## src/rtl/reg_display_driver_pkg.sv

```systemverilog
// reg_display_driver_pkg: shared states, segment codes and double-dabble helpers
package reg_display_driver_pkg;
  typedef enum logic [1:0] {IDLE, SAMPLE, CONVERT, UPDATE} state_t;
  localparam logic [6:0] SEG_0 = 7'h40;
  localparam logic [6:0] SEG_1 = 7'h79;
  localparam logic [6:0] SEG_2 = 7'h24;
  localparam logic [6:0] SEG_3 = 7'h30;
  localparam logic [6:0] SEG_4 = 7'h19;
  localparam logic [6:0] SEG_5 = 7'h12;
  localparam logic [6:0] SEG_6 = 7'h02;
  localparam logic [6:0] SEG_7 = 7'h78;
  localparam logic [6:0] SEG_8 = 7'h00;
  localparam logic [6:0] SEG_9 = 7'h10;
  localparam logic [6:0] SEG_BLANK = 7'h7F;
  localparam logic [31:0] DISPLAY_MAX = 32'd9999;
  localparam int BCD_ITER = 14;
  function automatic logic [3:0] add3(input logic [3:0] n);
    return n >= 4'd5 ? n + 4'd3 : n;
  endfunction
  // The thousands nibble never exceeds 9, so dropping its carry-out is safe.
  function automatic logic [15:0] dabble_step(input logic [15:0] b, input logic bit_in);
    return 16'({add3(b[15:12]), add3(b[11:8]), add3(b[7:4]), add3(b[3:0]), bit_in});
  endfunction
endpackage

```

## src/rtl/reg_display_driver_bcd_to_ssd.sv

```systemverilog
// bcd_to_ssd: BCD digit to active-low gfedcba seven-segment code
module bcd_to_ssd
  import reg_display_driver_pkg::*;
(
  input  logic [3:0] bcd,
  output logic [6:0] seg
);
  always_comb begin
    case (bcd)
      4'd0: seg = SEG_0;
      4'd1: seg = SEG_1;
      4'd2: seg = SEG_2;
      4'd3: seg = SEG_3;
      4'd4: seg = SEG_4;
      4'd5: seg = SEG_5;
      4'd6: seg = SEG_6;
      4'd7: seg = SEG_7;
      4'd8: seg = SEG_8;
      4'd9: seg = SEG_9;
      default: seg = SEG_BLANK;
    endcase
  end
endmodule

```

## src/rtl/reg_display_driver.sv

```systemverilog
// reg_display_driver: samples a register, converts it to BCD and drives four seven-segment displays
module reg_display_driver
  import reg_display_driver_pkg::*;
#(
  parameter int REFRESH_CYCLES = 5_000_000,
  parameter int SYNC_STAGES = 2
) (
  input  logic        clk,
  input  logic        reset,
  input  logic        step_btn,
  output logic [4:0]  rf_read_addr,
  input  logic [31:0] rf_read_data,
  output logic [3:0]  tho,
  output logic [3:0]  hun,
  output logic [3:0]  ten,
  output logic [3:0]  one,
  output logic [6:0]  thossd,
  output logic [6:0]  hunssd,
  output logic [6:0]  tenssd,
  output logic [6:0]  onessd,
  output logic        led_indicator,
  output logic        busy
);
  localparam int CW = $clog2(REFRESH_CYCLES);
  state_t state_q, state_d;
  logic [SYNC_STAGES-1:0] sync_q, sync_d;
  logic edge_q, edge_d, pend_q, pend_d, ovf_q, ovf_d, led_q, led_d;
  logic [CW-1:0] cnt_q, cnt_d;
  logic [4:0] addr_q, addr_d;
  logic [13:0] op_q, op_d;
  logic [15:0] bcd_q, bcd_d, dig_q, dig_d;
  logic [3:0] iter_q, iter_d;
  logic [27:0] ssd_q, ssd_d, seg_w;
  logic step, refresh;

  bcd_to_ssd u_tho (.bcd(bcd_q[15:12]), .seg(seg_w[27:21]));
  bcd_to_ssd u_hun (.bcd(bcd_q[11:8]),  .seg(seg_w[20:14]));
  bcd_to_ssd u_ten (.bcd(bcd_q[7:4]),   .seg(seg_w[13:7]));
  bcd_to_ssd u_one (.bcd(bcd_q[3:0]),   .seg(seg_w[6:0]));

  always_comb begin
    sync_d = {sync_q[SYNC_STAGES-2:0], step_btn};
    edge_d = sync_q[SYNC_STAGES-1];
    step = sync_q[SYNC_STAGES-1] & ~edge_q;
    refresh = cnt_q == CW'(REFRESH_CYCLES - 1);
    cnt_d = refresh ? '0 : cnt_q + CW'(1);
    // A held step is always consumed on the IDLE cycle, so it only survives while busy.
    pend_d = (state_q != IDLE) & (pend_q | step);
    state_d = state_q;
    addr_d = addr_q;
    ovf_d = ovf_q;
    op_d = op_q;
    bcd_d = bcd_q;
    iter_d = iter_q;
    dig_d = dig_q;
    ssd_d = ssd_q;
    led_d = led_q;
    case (state_q)
      IDLE: begin
        addr_d = (step | pend_q) ? addr_q + 5'd1 : addr_q;
        state_d = (step | pend_q | refresh) ? SAMPLE : IDLE;
      end
      SAMPLE: begin
        ovf_d = rf_read_data > DISPLAY_MAX;
        op_d = ovf_d ? 14'(DISPLAY_MAX) : rf_read_data[13:0];
        bcd_d = '0;
        iter_d = '0;
        state_d = CONVERT;
      end
      CONVERT: begin
        bcd_d = dabble_step(bcd_q, op_q[13]);
        op_d = op_q << 1;
        iter_d = iter_q + 4'd1;
        state_d = iter_q == 4'(BCD_ITER - 1) ? UPDATE : CONVERT;
      end
      UPDATE: begin
        dig_d = bcd_q;
        ssd_d = seg_w;
        led_d = ovf_q;
        state_d = IDLE;
      end
      default: state_d = IDLE;
    endcase
  end

  always_ff @(posedge clk) begin
    if (reset) begin
      state_q <= IDLE;
      sync_q <= '0;
      edge_q <= 1'b0;
      pend_q <= 1'b0;
      cnt_q <= '0;
      addr_q <= '0;
      ovf_q <= 1'b0;
      op_q <= '0;
      bcd_q <= '0;
      iter_q <= '0;
      dig_q <= '0;
      ssd_q <= {4{SEG_0}};
      led_q <= 1'b0;
    end else begin
      state_q <= state_d;
      sync_q <= sync_d;
      edge_q <= edge_d;
      pend_q <= pend_d;
      cnt_q <= cnt_d;
      addr_q <= addr_d;
      ovf_q <= ovf_d;
      op_q <= op_d;
      bcd_q <= bcd_d;
      iter_q <= iter_d;
      dig_q <= dig_d;
      ssd_q <= ssd_d;
      led_q <= led_d;
    end
  end

  assign rf_read_addr = addr_q;
  assign {tho, hun, ten, one} = dig_q;
  assign {thossd, hunssd, tenssd, onessd} = ssd_q;
  assign led_indicator = led_q;
  assign busy = state_q != IDLE;
endmodule

```

## config.mk

```make
export PLATFORM = sky130hd
export DESIGN_NAME = reg_display_driver
export DESIGN_NICKNAME = d
export VERILOG_FILES = /design/src/rtl/reg_display_driver_pkg.sv /design/src/rtl/reg_display_driver_bcd_to_ssd.sv /design/src/rtl/reg_display_driver.sv
export SDC_FILE = /design/constraint.sdc
export NUM_CORES = 1
export LEC_CHECK = 0
export CORE_AREA = 2 2 109 111
export CTS_CLUSTER_DIAMETER = 50
export DETAILED_ROUTE_END_ITERATION = 8
export DIE_AREA = 0 0 111 113
export GPL_TIMING_DRIVEN = 0
export PLACE_DENSITY = 0.8
export SLEW_MARGIN = 20
export SYNTH_ARGS = -nofsm -noshare
export SYNTH_HDL_FRONTEND = slang
export SYNTH_SLANG_ARGS = --single-unit
```

## constraint.sdc

```tcl
create_clock -name clk -period 1.8 [get_ports clk]
set_input_delay 0.18 -clock clk [delete_from_list [all_inputs] [get_ports clk]]
set_output_delay 0.18 -clock clk [all_outputs]
set_load 0.02 [all_outputs]
```

==> results of run 1 <==
worst paths after layout:
path	start	endpoint	slack, ps	cells past startpoint
hold / removal	step_btn	sync_q[0]	330	2
setup / recovery	cnt_q[15]	state_q[0]	-130	4
setup reg to reg	cnt_q[15]	state_q[0]	-130	4
hold reg to reg	sync_q[0]	sync_q[1]	450	1
flip-flops by register name, summed over array words and instances, names as in the netlist, 2 cells and up:
| name | count |
|---|---|
| bcd_q | 16 |
| cnt_q | 23 |
| dig_q | 16 |
| iter_q | 4 |
| op_q | 14 |
| rf_read_addr | 5 |
| ssd_q | 28 |
| state_q | 2 |
| sync_q | 2 |
per-layer routing:
layer	global-route usage [%]	routed length, µm	vias up
met5	0	0	-
met4	9.50	414	0
met3	5.20	977	47
met2	40.3	7170	233
met1	28.7	6280	2418
li1	-	-	2435
per-stage QoR:
stage                     area (µm²)  hold slack [ps]  cells  utilization, %  setup TNS [ps]
after floorplan                 5460              308    623               -           -20.0
after global placement          6470              422    850            57.4          -19180
after detailed placement        6470              439    850            57.4          -22350
after CTS                       7200              323    887            63.9           -1240
after global routing            7360              347    888            65.3           -2650
final                           7360              329    888            65.3           -1400
cells by family (layout without fill, tap and decap cells):
logic type,count (synthesis),count (layout)
fa+ha+maj,29,29
mux,33,33
xor+xnor,27,27
compound gates,152,152
buf+inv,58,180
simple gates,210,210
flops,114,114
timing repair:
action | in CTS | in global routing
setup endpoints to repair | 102 | 62
buffers inserted | 6 | 1
gates cloned | 1 | 0
gates resized for setup | 32 | 60
pin swaps | 2 | 9
layout by cell type (no fill, tap or decap), drive strengths merged, types with 21 or more instances in the layout:
master,count
nor2,79
mux2i,28
o21ai,29
inv,21
clkbuf,48
dfxtp,114
a211oi,23
clkdlybuf4s50,83
a21oi,57
ha,29
nand2,37
critical path, delay by kind of cell, from the launching register on:
kind | cells | cell delay [ps]
compound gates | 1 | 250
flops | 1 | 340
simple gates | 3 | 1240
area by class of cell:
type,count,area (µm²),share of cell area [%]
inverters,22,82.6,1.12
flip-flops and latches,114,2300,31.3
multi-input cells,451,3110,42.2
plain buffers,34,171,2.33
clock buffers,22,474,6.44
well taps,143,179,2.43
clock inverters,10,131,1.78
repair buffers,92,912,12.4
where the power goes:
group	total, µW	switching [µW]	leakage, µW	internal, µW
clock	3420	1150	0.000300	2270
combinational	1440	900	0.00130	545
sequential	2760	103	0.000929	2660
==> flow_summary_export.csv, run 1 <==
group,metric,value,unit
timing,setup_violations,19,
clock_tree,cts.htree.levels,4,
die,rows,39,
power_and_ir_drop,power_leakage,0.00253,µW
die,start_util,48.4,%
timing,hold_viol,0,
job,maxCapViolCount,0,
finish,num-nets-final,796,
synth,synth_ff_type,"dfxtp_1",
drt,drc,0,
synth,synthAdderAreaFrac,6.66,%
placed_design,dp_hpwl,9790,µm
synth,synthSimpleGateAreaFrac,18.9,%
timing,final.setup.worst_slack,-127,ps
drt,wire_per_inst,16.7,µm
synth,ys_ff_latch,114,
die,coreArea,11300,µm²
timing,tightest_slew,733,ps
synth,synth.distinct_cells,55,
synth,synth_edf_count,0,
clock_tree,cts_tree,"done",
finish,n_antenna_cell,0,
worst_setup_path,critPathMaxStageDelay,520,ps
grt,grt_max_degree,17,
finish,filler_cell_count,870,
grt,grt_pass1_wl,23800,µm
worst_setup_path,startpoint_type,"register",
die,die_width,111,µm
worst_setup_path,critPathArrivalTime,2230,ps
finish,layout-drive-gt1-share,16.0,%
clock_tree,cts_buffer_depth,2,
worst_setup_path,required,2110,ps
synth,syn_avg_cell_area,8.75,µm²
grt,grt_overflow,0,
synth,async_flop_share,0,%
worst_setup_path,cp_common_cell,"or4_4",
worst_setup_path,crit_chain,"or4_4, or4_4, or2_1, a311oi_2",
synth,ys_warn_count,0,
worst_setup_path,crit_type,"reg -> reg",
synth,ys_top_cells_by_count,"114 x dfxtp_1, 79 x nor2_1, 57 x a21oi_1",
timing,relSlewSlack,51.1,%
synth,yosysMostFrequentCell,"dfxtp_1",
power_and_ir_drop,power_density,1040,nW/µm²
timing,fmax,519,MHz
run_status,violations,"negative setup slack",
synth,synth_top_family_by_area,"simple AND/OR/NAND/NOR gates",
synth,netlist.area_leader.share,41.9,%
drt,vias,5133,
run_status,status,"finished, violations left",
power_and_ir_drop,ir_drop,0.564,mV
synth,synth_top_area_cell,"dfxtp_1",
clock_tree,cts_made_buffers,17,
timing,finalClockSkew,9.21,ps
die,ios,86,
drt,drt-total-wl,14800,µm
clock_tree,clkTransAtPathRegs,50,ps
synth,ys_seq_area_share,41.9,%
grt,track_usage,23.5,%
drt,antenna_left,0,
grt,grt_pass1_vias,4945,
synth,synth_compound_area_share,18.0,%
power_and_ir_drop,p_total,7630,µW
placed_design,place_congestion,0.863,
timing,fin_crit_sh,107,%
drt,drt-vias-per-instance,5.78,
clock_tree,clockRootBuffer,"clkbuf_16",
worst_setup_path,critPathMaxFanout,2,
synth,ys_top_cells_by_area,"dfxtp_1 42%, ha_1 6.7%, nor2_1 5.4%",
drt,drtIter0Drc,396,
worst_setup_path,slowest_stage,"or4_4",
synth,synth_nets,687,
worst_setup_path,end_kind,"register",
die,die_y,113,µm
timing,period_minus_slack,1930,ps
die,die_area,12500,µm²
synth,syn_inst,623,
synth,syn-cell-area,5450,µm²
timing,drv_slew,0,
synth,synth.area.mux_share,6.18,%
drt,drt_pass1_iterations,5,
clock_tree,cts.sinks,114,
synth,synth_xor_area_share,4.34,%
hold_path,hold_path_class,"in -> reg",
finish,areaGrowthSynthToFinish,35.1,%
placed_design,placement.setup.worst_slack,-510,ps
grt,antenna_found_initial,0,
timing,rsz0062_at_grt,"true",
placed_design,portBuffers,84,
clock_tree,insertion_delay,420,ps
clock_tree,hold_buffers,0,
Power figures use the tool's default switching activity.
==> inputs of run 2 (changes only) <==
- SETUP_SLACK_MARGIN: unset -> 0.4
==> flow_summary_export.csv, run 2 (synthesized netlist as in run 1, its figures left out) <==
group,metric,value,unit
clock_tree,clockRootBuffer,"clkbuf_16",
grt,grt_max_degree,17,
worst_setup_path,critPathArrivalTime,2270,ps
timing,final.setup.worst_slack,-135,ps
placed_design,portBuffers,84,
run_status,status,"finished, violations left",
drt,wire_per_inst,18.0,µm
power_and_ir_drop,internal-power,5780,µW
worst_setup_path,cp_common_cell,"or4_4",
finish,fin_cells,916,
worst_setup_path,crit_chain,"or4_4, or4_4, or2_4, a311oi_2",
drt,antenna_left,0,
timing,period_minus_slack,1940,ps
drt,drt-total-wl,16400,µm
clock_tree,clkTransAtPathRegs,50,ps
clock_tree,cts.sinks,114,
clock_tree,cts_made_buffers,17,
timing,drv_slew,0,
hold_path,hold_path_class,"in -> reg",
finish,largest-register,"ssd_q",
finish,reg.largest.list,"ssd_q x28, cnt_q x23",
timing,tightest_slew,808,ps
clock_tree,cts.htree.levels,4,
clock_tree,cts_tree,"done",
timing,fin_setup_tns,-2490,ps
power_and_ir_drop,power_leakage,0.00301,µW
grt,grt_pass1_wl,26000,µm
timing,rsz0062_at_grt,"true",
worst_setup_path,critPathMaxStageDelay,540,ps
placed_design,dp.cells,850,
power_and_ir_drop,p_total,7990,µW
run_status,violations,"negative setup slack",
worst_setup_path,slowest_stage,"or4_4",
die,die_y,113,µm
worst_setup_path,end_kind,"register",
finish,layout-drive-gt1-share,26.8,%
die,ios,86,
clock_tree,insertion_delay,420,ps
placed_design,placedInstanceArea,6650,µm²
finish,largest_register_ffs,28,
timing,fmax,517,MHz
grt,antenna_found_initial,0,
finish,fin_util,70.1,%
placed_design,place_congestion,0.899,
job,maxCapViolCount,0,
drt,drt-vias-per-instance,5.87,
clock_tree,cts_buffer_depth,2,
finish,final_cell_mix,"93 x dfxtp_1, 64 x nor2_1, 50 x a21oi_1, 49 x dlygate4sd2_1, 36 x nand2_1",
drt,drt_pass1_iterations,5,
power_and_ir_drop,power_density,1010,nW/µm²
finish,stdcell_area,7900,µm²
power_and_ir_drop,p_seq_share,34.3,%
worst_setup_path,startpoint_type,"register",
die,start_util,48.4,%
worst_setup_path,cpLargestDelayFamily,"simple AND/OR/NAND/NOR gates",
timing,finalClockSkew,7.76,ps
grt,grt_overflow,0,
timing,hold_viol,0,
finish,num-nets-final,824,
timing,setup_violations,28,
grt,grt_pass1_vias,5382,
die,die_width,111,µm
grt,track_usage,25.9,%
power_and_ir_drop,ir_drop,0.933,mV
timing,fin_crit_sh,108,%
die,die_area,12500,µm²
drt,drtIter0Drc,413,
power_and_ir_drop,switching_share,27.7,%
drt,vias,5379,
power_and_ir_drop,p_comb_share,20.6,%
finish,areaGrowthSynthToFinish,45.0,%
power_and_ir_drop,clockPowerShare,45.1,%
worst_setup_path,required,2130,ps
timing,relSlewSlack,45.9,%
die,rows,39,
placed_design,dp_hpwl,10200,µm
worst_setup_path,critPathMaxFanout,2,
finish,n_antenna_cell,0,
worst_setup_path,path_buf_inv,0,
die,coreArea,11300,µm²
clock_tree,hold_buffers,0,
worst_setup_path,crit_type,"reg -> reg",
drt,drc,0,
finish,layout_commonest_cell,"dfxtp_1",
power_and_ir_drop,power_switching,2220,µW
==> run 2: cell types whose count changed in the layout (fill, tap and decap cells not counted), moves of 9 or more <==
cell / change
buf_4: +21
a211oi_1: -9
clkdlybuf4s50_1: -50
dlygate4sd2_1: +49
clkbuf_1: -9
clkbuf_8: +9
==> run 2: path summary, 6_finish.rpt <==
kind              startpoint    endpoint  slack [ps]  depth (start not counted)
setup / recovery   cnt_q[15]  state_q[0]        -140                          4
hold / removal      step_btn   sync_q[0]         320                          2
setup reg to reg   cnt_q[15]  state_q[0]        -140                          4
hold reg to reg    sync_q[0]   sync_q[1]         440                          1
==> run 2: cell type report <==
| class | instances | area (µm²) |
|---|---|---|
| buffer | 36 | 339 |
| inverter | 22 | 93.8 |
| timing repair inverter | 1 | 7.51 |
| clock inverter | 9 | 151 |
| fill | 790 | 3370 |
| clock buffer | 23 | 488 |
| multi-input combinational | 451 | 3260 |
| sequential | 114 | 2330 |
| timing repair buffer | 117 | 1050 |
| tap | 143 | 179 |
==> run 2: power by group through the flow <==
stage	combinational, µW	sequential (µW)	clock (µW)
2_1_floorplan	937	2810	0
3_3_place_gp	1400	2790	0
3_5_place_dp	1440	2790	0
4_1_cts	1550	2740	3620
5_1_grt	1770	2750	3750
6_report	1650	2740	3600
==> run 2: metal layers <==
layer	GRT usage [%]	up-vias	share of wire (%)
met5	0	-	0
met4	13.0	0	3.0
met3	6.59	47	6.7
met2	44.7	224	51
met1	29.9	2607	39
li1	-	2501	-
==> run 2: per-stage QoR <==
| stage | setup WS (ps) | hold WS, ps |
|---|---|---|
| after CTS | -105 | 314 |
| after global routing | -185 | 319 |
| after floorplan | -19.9 | 308 |
| final | -135 | 320 |
| after detailed placement | -238 | 428 |
| after global placement | -167 | 419 |
==> run 2: what timing repair did <==
action,4_1_cts,5_1_grt
setup endpoints to repair,159,107
gates cloned,2,1
pin swaps,9,7
hold endpoints to repair,0,0
buffers inserted,30,1
resized for setup,129,66
==> inputs of run 3 (changes only) <==
- SKIP_CTS_REPAIR_TIMING: unset -> 1
==> flow_summary_export.csv, run 3 (synthesized netlist as in run 1, its figures left out) <==
group,metric,value,unit
run_status,status,"finished, violations left",
run_status,violations,"negative setup slack",
finish,n_antenna_cell,0,
placed_design,place_congestion,0.899,
hold_path,hold_path_class,"in -> reg",
clock_tree,insertion_delay,430,ps
grt,grt_max_degree,17,
clock_tree,cts_buffer_depth,2,
die,coreArea,11300,µm²
die,ios,86,
timing,fin_crit_sh,109,%
finish,num-nets-final,849,
die,start_util,48.4,%
timing,fmax,510,MHz
finish,areaGrowthSynthToFinish,60.9,%
placed_design,dp_hpwl,10200,µm
worst_setup_path,slowest_stage,"or4b_1",
clock_tree,cts.htree.levels,4,
die,rows,39,
timing,drv_slew,0,
finish,layout-drive-gt1-share,33.5,%
power_and_ir_drop,ir_drop,0.997,mV
clock_tree,cts.sinks,114,
clock_tree,clkTransAtPathRegs,50,ps
timing,final.setup.worst_slack,-162,ps
die,die_y,113,µm
timing,fin_setup_tns,-2860,ps
placed_design,dp.cells,850,
power_and_ir_drop,p_total,8930,µW
worst_setup_path,critPathMaxStageDelay,560,ps
timing,rsz0062_at_grt,"true",
placed_design,placement.setup.worst_slack,-238,ps
die,die_width,111,µm
grt,grt_pass1_vias,5117,
grt,grt_overflow,0,
worst_setup_path,crit_type,"reg -> reg",
die,die_area,12500,µm²
drt,drc,0,
timing,finalClockSkew,15.3,ps
power_and_ir_drop,power_leakage,0.00403,µW
worst_setup_path,critPathArrivalTime,2290,ps
clock_tree,cts_made_buffers,17,
worst_setup_path,crit_chain,"or4b_1, or3_4, or2_4, a311oi_2",
worst_setup_path,startpoint_type,"register",
drt,antenna_left,0,
drt,vias,5870,
grt,antenna_found_initial,0,
drt,drt-vias-per-instance,6.24,
clock_tree,clockRootBuffer,"clkbuf_16",
finish,reg.largest.list,"ssd_q x28, cnt_q x23",
timing,hold_viol,0,
power_and_ir_drop,power_density,1020,nW/µm²
worst_setup_path,end_kind,"register",
worst_setup_path,critPathMaxFanout,5,
finish,layout_commonest_cell,"dfxtp_1",
grt,track_usage,24.2,%
placed_design,portBuffers,84,
drt,drt-total-wl,20700,µm
timing,relSlewSlack,42.9,%
timing,setup_violations,21,
drt,drt_pass1_iterations,6,
job,maxCapViolCount,0,
timing,tightest_slew,856,ps
timing,period_minus_slack,1960,ps
finish,largest-register,"ssd_q",
worst_setup_path,required,2130,ps
clock_tree,cts_tree,"done",
grt,grt_pass1_wl,24400,µm
finish,fin_cells,941,
finish,final_cell_mix,"96 x dfxtp_1, 62 x dlymetal6s2s_1, 57 x nor2_1, 42 x a21oi_1, 40 x buf_4",
drt,drtIter0Drc,596,
finish,largest_register_ffs,28,
drt,wire_per_inst,22.0,µm
-- run 3: cell count changes in the layout (fill, tap and decap cells not counted), sizes merged --
cell / delta
buf: +29
dlygate4sd2: -49
clkbuf: -4
clkdlybuf4s15: -2
nor2: +1
clkdlybuf4s50: -12
dlymetal6s2s: +62
clkinvlp: +1
clkinv: -1
-- run 3: layout make-up --
cell class,count,area [µm²]
flip-flops and latches,114,2330
repair buffers,141,1560
multi-input cells,452,3600
repair inverters,1,7.51
fillers,600,2500
inverters,22,119
clock buffers,23,488
clock inverters,9,151
plain buffers,36,330
well taps,143,179
-- run 3: where the power goes --
group | internal (µW) | switching (µW)
Sequential | 2650 | 131
Combinational | 1130 | 1360
Clock | 2460 | 1210
-- run 3: final timing paths --
kind / slack [ps] / cells past startpoint / to / start
setup / recovery: -160 / 4 / state_q[0] / cnt_q[20]
hold / removal: 90 / 2 / op_q[5] / rf_read_data[5]
setup reg to reg: -160 / 4 / state_q[0] / cnt_q[20]
hold reg to reg: 440 / 1 / sync_q[1] / sync_q[0]
-- run 3: layer usage --
layer | vias to the layer above | wire length [µm] | GRT usage [%]
met2 | 416 | 10300 | 41.2
met1 | 2786 | 7540 | 28.0
met5 | - | 0 | 0
met3 | 126 | 1740 | 6.59
li1 | 2542 | - | -
met4 | 0 | 1150 | 12.6
-- run 3: through the flow --
stage | instance area (µm²) | utilization [%] | hold slack [ps]
final | 8770 | 77.8 | 92.0
after CTS | 7290 | 64.7 | 314
after floorplan | 5630 | - | 308
after global routing | 8770 | 77.8 | 81.2
after detailed placement | 6650 | 59.0 | 428
after global placement | 6650 | 59.0 | 419
-- run 3: critical path, delay by kind of cell, from the launching register on --
family | cells | cell delay (ps)
flip-flops | 1 | 360
AO/OA/AOI/OAI | 1 | 250
AND/OR/NAND/NOR | 3 | 1250
==> RTL change (config.mk and constraints of run 1) <==
Take the reset off `op_q` and load it in a clocked block of its own.
--- a/src/rtl/reg_display_driver.sv
+++ b/src/rtl/reg_display_driver.sv
@@ -92,7 +92,6 @@
       cnt_q <= '0;
       addr_q <= '0;
       ovf_q <= 1'b0;
-      op_q <= '0;
       bcd_q <= '0;
       iter_q <= '0;
       dig_q <= '0;
@@ -106,13 +105,16 @@
       cnt_q <= cnt_d;
       addr_q <= addr_d;
       ovf_q <= ovf_d;
-      op_q <= op_d;
       bcd_q <= bcd_d;
       iter_q <= iter_d;
       dig_q <= dig_d;
       ssd_q <= ssd_d;
       led_q <= led_d;
     end
+  end
+
+  always_ff @(posedge clk) begin
+    op_q <= op_d;
   end
 
   assign rf_read_addr = addr_q;
Check against the original RTL: same outputs for any inputs over 10 cycles, from zero or initial values and one cycle with reset high; that may be too few to reach the edited logic, so the function may still have changed.
==> RTL change against run 1 <==
The flow still finishes with violations (negative setup slack); highest routed layer unchanged; worst setup slack better by 0.10 ns; final area is 0.99% lower; synthesized area down 0.87%; routed wire length shrank 2.8%; sequential share of layout area up 2.1 points; utilization decreased by 0.64 points; sequential cell count unchanged; critical path depth rose by 1; power decreased by 0.93%; cell count down 2.4%.
==> RTL change: results (changes against run 1) <==
[metrics] number of nets in the synthesized netlist: 664 (was 687)
[metrics] worst relative slew slack: 54.5% (was 51.1%)
[metrics] cells resized by post-CTS repair: 13 (was 32)
[metrics] category of the worst setup path capture point: flip-flop (unchanged)
[metrics] ranking of synthesized cells by instance count: 100 x dfxtp_1, 76 x nor2_1, 51 x a21oi_1 (was 114 x dfxtp_1, 79 x nor2_1, 57 x a21oi_1)
[metrics] failing checks: negative setup slack (unchanged)
[metrics] sum of met3 wire segment lengths after detailed routing: 899 µm (was 977 µm)
[metrics] RD Place Congestion: 0.904 (was 0.863)
[metrics] sequential power share: 37.9% (was 36.2%)
[metrics] Setup Slack @ Placement: -0.526 ns (was -0.510 ns)
[metrics] number of filler cells placed in the layout: 898 (was 870)
[metrics] multiplexer fraction of the synthesized cell area: 5.47% (was 6.18%)
[metrics] compound-gate portion of the synthesized area: 16.0% (was 18.0%)
[metrics] wire length of the first global-routing pass: 22.7 mm (was 23.8 mm)
[metrics] highest net fanout along the worst path: 6 (was 2)
[metrics] result of the run: finished, violations left (unchanged)
[metrics] wire per inst: 16.6 µm (was 16.7 µm)
[metrics] pwr dens: 1040 nW/µm² (about the same)
[metrics] routed wire length on met2: 7.22 mm (was 7.17 mm)
[metrics] via count of the first global-routing pass: 4782 (was 4945)
[metrics] total number of H-tree levels: 4 (unchanged)
[metrics] wire length reported by the detailed router: 14.4 mm (was 14.8 mm)
[metrics] Cell variety after synth: 54 (was 55)
[metrics] sequential fraction of the synthesis area: 44.8% (was 41.9%)
[metrics] CP startpoint: cnt_q[17] (was cnt_q[15])
[metrics] detailed-route via count: 4988 (was 5133)
[metrics] cell count after placement: 827 (was 850)
[metrics] nets: 775 (was 796)
[metrics] wl on met1: 6.12 mm (was 6.28 mm)
[metrics] fraction of met2 tracks used by global routing: 38.3% (was 40.3%)
[metrics] worst r2r path cells: 5 (was 4)
[metrics] 1st-pass router iterations: 5 (unchanged)
[metrics] met1 GRT Util: 27.0% (was 28.7%)
[metrics] count of flip-flops with a built-in enable after synthesis: 14 (was 0)
[metrics] cell count after synthesis: 600 (was 623)
[metrics] final worst setup slack: -0.0261 ns (was -0.127 ns)
[metrics] largest vdd supply drop: 0.540 mV (was 0.564 mV)
[metrics] endpoint of the lowest-slack register-to-register path: cnt_q[13] (was state_q[0])
[metrics] parity-gate share of the synthesized area counting xor and xnor cells: 4.05% (was 4.34%)
[metrics] NetSw: 1.97 mW (was 2.15 mW)
[metrics] first-iteration detailed-routing DRC count: 422 (was 396)
[metrics] worst hold slack: 0.153 ns (was 0.329 ns)
[metrics] Worst Hold End: op_q[11] (was sync_q[0])
[metrics] DP Wirelength: 9.62 mm (was 9.79 mm)
[metrics] layout cell share with drive strength beyond 1: 12.8% (was 16.0%)
[metrics] leading cell types by total area after synthesis: dfxtp_1 37%, edfxtp_1 7.8%, ha_1 6.7% (was dfxtp_1 42%, ha_1 6.7%, nor2_1 5.4%)
[metrics] worst hold start: rf_read_data[11] (was step_btn)
[metrics] final count of negative-setup-slack endpoints: 19 (unchanged)
RTL change: cell count changes in the layout (fill, tap and decap cells not counted), sizes merged, moves of 5 or more:
| cell | change |
|---|---|
| nand2 | +13 |
| xnor2 | -5 |
| nand3b | -5 |
| or3 | -9 |
| a211oi | -16 |
| a21oi | -6 |
| a31o | -6 |
| dfxtp | -14 |
| edfxtp | +14 |
RTL change: layout make-up:
| cell class | count | area (µm²) | area share, % |
|---|---|---|---|
| Inverter | 24 | 92.6 | 1.27 |
| Clock buffer | 22 | 454 | 6.23 |
| Buffer | 27 | 129 | 1.77 |
| Multi-Input combinational cell | 433 | 2910 | 39.9 |
| Clock inverter | 10 | 158 | 2.16 |
| Tap cell | 143 | 179 | 2.45 |
| Timing Repair Buffer | 94 | 932 | 12.8 |
| Sequential cell | 114 | 2430 | 33.4 |
RTL change: critical path: stages (launching register included):
cell	delay, ns
dfxtp_4	0.35
or4_4	0.54
nor4_4	0.31
a41o_4	0.32
buf_6	0.14
nor2_1	0.05
